## src/rtl/ioin_cfg_loader_if.sv

```systemverilog
// ioin_cfg_loader_if
//   Bundles the serial config input and the mux select outputs of the
//   IO-input config loader.
//   master : drives cfg_start/sdi/sdi_valid, observes selects and status
//   slave  : the loader itself
//   Signals: cfg_start, sdi, sdi_valid (to loader); cbit, cbitb (4*NUM_MUX),
//            prog, cfg_done, cfg_err (from loader)
interface ioin_cfg_loader_if #(
  parameter int NUM_MUX = 2
);
  logic                   cfg_start;
  logic                   sdi;
  logic                   sdi_valid;
  logic [4*NUM_MUX-1:0]   cbit;
  logic [4*NUM_MUX-1:0]   cbitb;
  logic                   prog;
  logic                   cfg_done;
  logic                   cfg_err;

  modport master (
    output cfg_start, sdi, sdi_valid,
    input  cbit, cbitb, prog, cfg_done, cfg_err
  );

  modport slave (
    input  cfg_start, sdi, sdi_valid,
    output cbit, cbitb, prog, cfg_done, cfg_err
  );
endinterface

```

## src/rtl/ioin_cfg_loader.sv

```systemverilog
// ioin_cfg_loader
//   Serial configuration loader for the IO input muxes. Receives a frame of
//   SYNC header (8 bits, MSB first), 4*NUM_MUX data bits and one even-parity
//   bit, shadow-loads the data and commits all mux selects at once only when
//   header and parity are good. A failed frame leaves the live selects alone.
//   Ports:
//     clk  - config clock, rising edge
//     rst  - asynchronous active-high reset
//     bus  - ioin_cfg_loader_if slave: cfg_start/sdi/sdi_valid in;
//            cbit/cbitb selects, prog gate, cfg_done/cfg_err pulses out
module ioin_cfg_loader #(
  parameter int         NUM_MUX = 2,
  parameter logic [7:0] SYNC    = 8'hA5
) (
  input  logic                clk,
  input  logic                rst,
  ioin_cfg_loader_if.slave    bus
);
  localparam int W  = 4 * NUM_MUX;
  localparam int CW = $clog2(4 * NUM_MUX + 9);

  typedef enum logic [2:0] {
    IDLE, HDR, DATA, PAR, COMMIT, ERROR
  } state_t;

  state_t          state_reg, state_next;
  logic [CW-1:0]   cnt_reg, cnt_next;
  logic [7:0]      hdr_reg, hdr_next;
  logic [W-1:0]    shadow_reg, shadow_next;
  logic            par_reg, par_next;
  logic [W-1:0]    cbit_reg, cbit_next;
  logic            conf_reg, conf_next;
  logic            prog_reg, prog_next;
  logic            done_reg, done_next;
  logic            err_reg, err_next;
  logic [7:0]      hdr_shift;

  assign hdr_shift = {hdr_reg[6:0], bus.sdi};

  always_ff @(posedge clk or posedge rst) begin
    if (rst) begin
      state_reg  <= IDLE;
      cnt_reg    <= '0;
      hdr_reg    <= '0;
      shadow_reg <= '0;
      par_reg    <= 1'b0;
      cbit_reg   <= '0;
      conf_reg   <= 1'b0;
      prog_reg   <= 1'b1;
      done_reg   <= 1'b0;
      err_reg    <= 1'b0;
    end else begin
      state_reg  <= state_next;
      cnt_reg    <= cnt_next;
      hdr_reg    <= hdr_next;
      shadow_reg <= shadow_next;
      par_reg    <= par_next;
      cbit_reg   <= cbit_next;
      conf_reg   <= conf_next;
      prog_reg   <= prog_next;
      done_reg   <= done_next;
      err_reg    <= err_next;
    end
  end

  always_comb begin
    state_next  = state_reg;
    cnt_next    = cnt_reg;
    hdr_next    = hdr_reg;
    shadow_next = shadow_reg;
    par_next    = par_reg;
    cbit_next   = cbit_reg;
    conf_next   = conf_reg;
    done_next   = 1'b0;
    err_next    = 1'b0;

    // COMMIT/ERROR complete regardless of cfg_start; a start only redirects
    // the next state to HDR.
    if (state_reg == COMMIT) begin
      cbit_next  = shadow_reg;
      conf_next  = 1'b1;
      done_next  = 1'b1;
      state_next = IDLE;
    end
    if (state_reg == ERROR) begin
      err_next   = 1'b1;
      state_next = IDLE;
    end

    if (bus.cfg_start) begin
      // Abort/restart: any sdi bit presented this cycle is dropped.
      state_next  = HDR;
      cnt_next    = '0;
      hdr_next    = '0;
      shadow_next = '0;
      par_next    = 1'b0;
    end else if (bus.sdi_valid) begin
      case (state_reg)
        HDR: begin
          hdr_next = hdr_shift;
          if (cnt_reg == CW'(7)) begin
            cnt_next   = '0;
            state_next = (hdr_shift == SYNC) ? DATA : ERROR;
          end else begin
            cnt_next = cnt_reg + CW'(1);
          end
        end
        DATA: begin
          // First data bit ends up in the MSB after W shifts.
          shadow_next = {shadow_reg[W-2:0], bus.sdi};
          par_next    = par_reg ^ bus.sdi;
          if (cnt_reg == CW'(W - 1)) begin
            cnt_next   = '0;
            state_next = PAR;
          end else begin
            cnt_next = cnt_reg + CW'(1);
          end
        end
        PAR: begin
          state_next = (par_reg ^ bus.sdi) ? ERROR : COMMIT;
        end
        default: ;
      endcase
    end

    // Gate stays closed through the COMMIT cycle so it opens on the same edge
    // that loads the new selects.
    prog_next = !conf_next || (state_next == HDR) || (state_next == DATA) ||
                (state_next == PAR) || (state_next == COMMIT);
  end

  assign bus.cbit     = cbit_reg;
  assign bus.cbitb    = ~cbit_reg;
  assign bus.prog     = prog_reg;
  assign bus.cfg_done = done_reg;
  assign bus.cfg_err  = err_reg;
endmodule

```

## src/flat_wrapper.sv

```systemverilog
// flat-port wrapper written by rule: the top's interface ports become plain ports
module ioin_cfg_loader_flat 
#(
  parameter int         NUM_MUX = 2,
  parameter logic [7:0] SYNC    = 8'hA5
)
  (clk, rst, bus_cfg_start, bus_sdi, bus_sdi_valid, bus_cbit, bus_cbitb, bus_prog, bus_cfg_done, bus_cfg_err);
  ioin_cfg_loader_if #(.NUM_MUX(NUM_MUX)) bus_i ();
  input  logic clk;
  input  logic rst;
  input wire logic [$bits(bus_i.cfg_start)-1:0] bus_cfg_start;
  input wire logic [$bits(bus_i.sdi)-1:0] bus_sdi;
  input wire logic [$bits(bus_i.sdi_valid)-1:0] bus_sdi_valid;
  output wire logic [$bits(bus_i.cbit)-1:0] bus_cbit;
  output wire logic [$bits(bus_i.cbitb)-1:0] bus_cbitb;
  output wire logic [$bits(bus_i.prog)-1:0] bus_prog;
  output wire logic [$bits(bus_i.cfg_done)-1:0] bus_cfg_done;
  output wire logic [$bits(bus_i.cfg_err)-1:0] bus_cfg_err;
  assign bus_i.cfg_start = bus_cfg_start;
  assign bus_i.sdi = bus_sdi;
  assign bus_i.sdi_valid = bus_sdi_valid;
  assign bus_cbit = bus_i.cbit;
  assign bus_cbitb = bus_i.cbitb;
  assign bus_prog = bus_i.prog;
  assign bus_cfg_done = bus_i.cfg_done;
  assign bus_cfg_err = bus_i.cfg_err;
  ioin_cfg_loader #(.NUM_MUX(NUM_MUX), .SYNC(SYNC)) u_core (.clk(clk), .rst(rst), .bus(bus_i));
endmodule
```

## config.mk

```make
export PLATFORM = sky130hd
export DESIGN_NAME = ioin_cfg_loader_flat
export DESIGN_NICKNAME = d
export VERILOG_FILES = /design/src/rtl/ioin_cfg_loader_if.sv /design/src/rtl/ioin_cfg_loader.sv /design/src/flat_wrapper.sv
export SDC_FILE = /design/constraint.sdc
export NUM_CORES = 1
export LEC_CHECK = 0
export ABC_AREA = 1
export CORE_MARGIN = 4
export CORE_UTILIZATION = 35
export CTS_CLUSTER_SIZE = 10
export DETAILED_ROUTE_END_ITERATION = 8
export DONT_BUFFER_PORTS = 1
export PLACE_DENSITY = 0.52
export SYNTH_ARGS = -nofsm -noshare
export SYNTH_HDL_FRONTEND = slang
export SYNTH_SLANG_ARGS = --single-unit
```

## constraint.sdc

```tcl
create_clock -name clk -period 1.36 [get_ports clk]
set_clock_uncertainty 0.05 [all_clocks]
set_input_delay 0.272 -clock clk [delete_from_list [all_inputs] [get_ports clk]]
set_output_delay 0.272 -clock clk [all_outputs]
set_load 0.02 [all_outputs]
```

==> results.sh <==
export IMPL_cp_cell_sequence="nor3_4 -> nand2_2 -> nand2_4 -> buf_4 -> mux2_4"
export IMPL_critPathLaunchType="flip-flop"
export IMPL_core_area_mm2=0.00475
export IMPL_die_w_um=78.4
export IMPL_dp_cells=286
export IMPL_worstRegToRegCells=5
export IMPL_design_die_area_mm2=0.00614
export IMPL_cp_arrival_ns=1.59
export IMPL_io_buffers=0
export IMPL_grt_use_total=0.120
export IMPL_finalSetupTns_ns=-0.264
export IMPL_ioPinCount=24
export IMPL_area_growth_pct=25.8
export IMPL_yosys_warnings=0
export IMPL_final_cell_area_mm2=0.00218
export IMPL_power_w=0.00257
export IMPL_syn_instance_count=203
export IMPL_crit_fanout=4
export IMPL_fin_ws_ns=-0.102
export IMPL_fin_crit_ns=1.46
export IMPL_critical_path_class="reg2reg"
export IMPL_max_freq_ghz=0.684
export IMPL_cts_root_buffer="clkbuf_8"
export IMPL_crit_family="flip-flops"
export IMPL_fill_cells=485
export IMPL_syn_mean_instance_area_um2=8.54
export IMPL_hold_class="in2reg"
export IMPL_globalplace_congestion=0.914
export IMPL_clock_path_buffers=2
export IMPL_syn_area_mm2=0.00173
export IMPL_synth_edf_count=0
export IMPL_dp_hpwl_um=2530
export IMPL_drive_above_1_share=0.283
export IMPL_via_count=1359
export IMPL_wire_per_inst_um=11.8
export IMPL_slew_viol_final=0
export IMPL_r2r_slack_ns=-0.10
export IMPL_p_leak_nw=1.02
export IMPL_ys_top_cells_by_area="dfrtp_1, nand2_1, nand3_1"
export IMPL_hold_viol_final=0
export IMPL_tightest_slew_ns=0.305
export IMPL_hold_path_depth=1
export IMPL_status="finished, violations left"
export IMPL_ys_types=31
export IMPL_synth_top_area_share=0.505
export IMPL_r2r_end="u_core.shadow_reg[0]"
export IMPL_dpl_cell_area_mm2=0.00197
export IMPL_cts_buffers=5
export IMPL_drt_wl_total_um=3520
export IMPL_start_util=0.365
export IMPL_grt_first_pass_wirelength_um=5750
export IMPL_antenna_found_initial=0
export IMPL_antenna_left=0
export IMPL_final_cells=297
export IMPL_grt_overflow=0
export IMPL_clk_pin_slew_ns=0.07
export IMPL_crit_path_top_delay_cell="dfrtp_2"
export IMPL_cap_violations=0
export IMPL_drtPass1Iterations=4
export IMPL_antenna_cells=0
export IMPL_clock_sinks=36
export IMPL_yosys_most_used_dff="dfrtp_1"
export IMPL_rsz0062_at_grt="yes"
export IMPL_violations="setup timing"
export IMPL_layout_worst_path_cycle_share=1.07
export IMPL_crit_required_ns=1.49
export IMPL_route_detailed_drc=0
export IMPL_critPathMaxStageDelay_ns=0.46
export IMPL_endpoint_kind="flip-flop"
export IMPL_cts_tree="done"
export IMPL_timing_hold_ws_ns=0.0154
export IMPL_syn_nets=209
export IMPL_r2r_start="u_core.state_reg[0]"
export IMPL_min_to="u_core.hdr_reg[4]"
export IMPL_grt_max_degree=25
export IMPL_synthArstFlopShare=1.00
export IMPL_clk_latency_ns=0.29
export IMPL_pwr_density_cell_mw_per_mm2=1180
export IMPL_grt_pass1_vias=1263
export IMPL_rows=25
export IMPL_synth_seq_cells=36
export IMPL_htreeDepth=2
export IMPL_path_buf_inv=1
export IMPL_via_per_inst=4.58
export IMPL_synth_area_leader_cell="dfrtp_1"
export IMPL_first_iter_violations=91
export IMPL_setup_viol=4
export IMPL_maxSlewHeadroom=0.797
export IMPL_ir_worst_vdd_mv=0.427
export IMPL_fin_nets=235
export IMPL_hp_start="bus_cfg_start"
export IMPL_fp_dieH_um=78.4
export IMPL_seq_area_frac_synth=0.520
-- cells by family after synthesis --
| kind of cell | Yosys count | share of synthesized area |
|---|---|---|
| AO/OA/AOI/OAI | 34 | 0.108 |
| XOR/XNOR | 1 | 0.00505 |
| adder cells (fa/ha/maj) | 1 | 0.00721 |
| buffers and inverters | 41 | 0.0902 |
| flip-flops | 36 | 0.520 |
| multiplexers | 1 | 0.00649 |
| AND/OR/NAND/NOR | 89 | 0.263 |
-- synth_stat cells (2+ instances only) --
cell / count
a21oi_1: 3
a31oi_1: 2
buf_2: 2
dfrtp_1: 35
inv_1: 32
inv_2: 4
nand2_1: 39
nand2_2: 2
nand3_1: 25
nor2_1: 11
nor2_4: 2
nor2_8: 2
nor3_1: 2
o21ai_0: 22
o21ai_1: 3
o31ai_1: 2
-- final cells by class --
class	instances	area, um^2	share of cell area
clock inverter	3	42.5	0.0195
clock buffer	5	68.8	0.0315
tap	67	83.8	0.0384
multi-input combinational	126	752	0.345
inverter	37	139	0.0636
timing repair buffer	23	191	0.0877
sequential	36	905	0.415
-- power breakdown --
group / internal [W] / leakage, nW / switching (W) / total, W
registers: 0.00114 / 0.484 / 0.0000712 / 0.00121
logic: 0.000172 / 0.481 / 0.000238 / 0.000411
clock network: 0.000542 / 0.0541 / 0.000398 / 0.000940
-- layer usage --
| metal | vias up | GRT usage | part of all wire |
|---|---|---|---|
| met5 | - | 0 | 0 |
| met4 | 0 | 0.0717 | 0.018 |
| met3 | 5 | 0.0390 | 0.060 |
| met2 | 31 | 0.186 | 0.47 |
| met1 | 626 | 0.146 | 0.45 |
| li1 | 697 | - | - |
-- cells in the final DEF, fill, tap and decap left out, types with 2 or more instances in the layout --
cell,n
nand2_1,33
dfrtp_1,33
inv_1,30
nand3_1,23
buf_4,20
o21ai_0,18
nor2_1,9
nand2_2,7
inv_2,6
o21ai_1,6
clkbuf_8,5
nor2_4,4
a21oi_1,3
nand2_4,2
nor2_8,2
nor3_4,2
o31ai_1,2
nand3_2,2
a31oi_1,2
dfrtp_2,2
-- what timing repair did --
item                                    in CTS  in global routing
hold buffers                                 1                  0
endpoints found under the setup margin       5                 24
gates resized for setup                      6                 19
endpoints found under the hold margin       35                  0
pin swaps                                    6                  7
buffers inserted                             1                  1
-- how the worst max path moves through the flow --
| stage | start | endpoint | slack, ns | cells past startpoint |
|---|---|---|---|---|
| after global routing | u_core.cnt_reg[0] | u_core.bus.prog | -0.20 | 12 |
| after CTS | u_core.cnt_reg[1] | u_core.bus.prog | -0.13 | 10 |
| after detailed placement | u_core.cnt_reg[0] | u_core.bus.prog | -0.14 | 10 |
| final | u_core.state_reg[0] | u_core.shadow_reg[0] | -0.10 | 5 |
| after floorplan | u_core.state_reg[0] | u_core.cnt_reg[4] | -0.01 | 8 |
| after global placement | u_core.cnt_reg[1] | u_core.bus.prog | -0.16 | 10 |
-- per-stage QoR --
| step | setup slack (ns) | util |
|---|---|---|
| 2_1_floorplan | -0.0129 | - |
| 3_5_place_dp | -0.141 | 0.415 |
| 3_3_place_gp | -0.165 | 0.415 |
| 5_1_grt | -0.197 | 0.459 |
| 6_report | -0.102 | 0.459 |
| 4_1_cts | -0.127 | 0.446 |
Power figures use the tool's default switching activity.
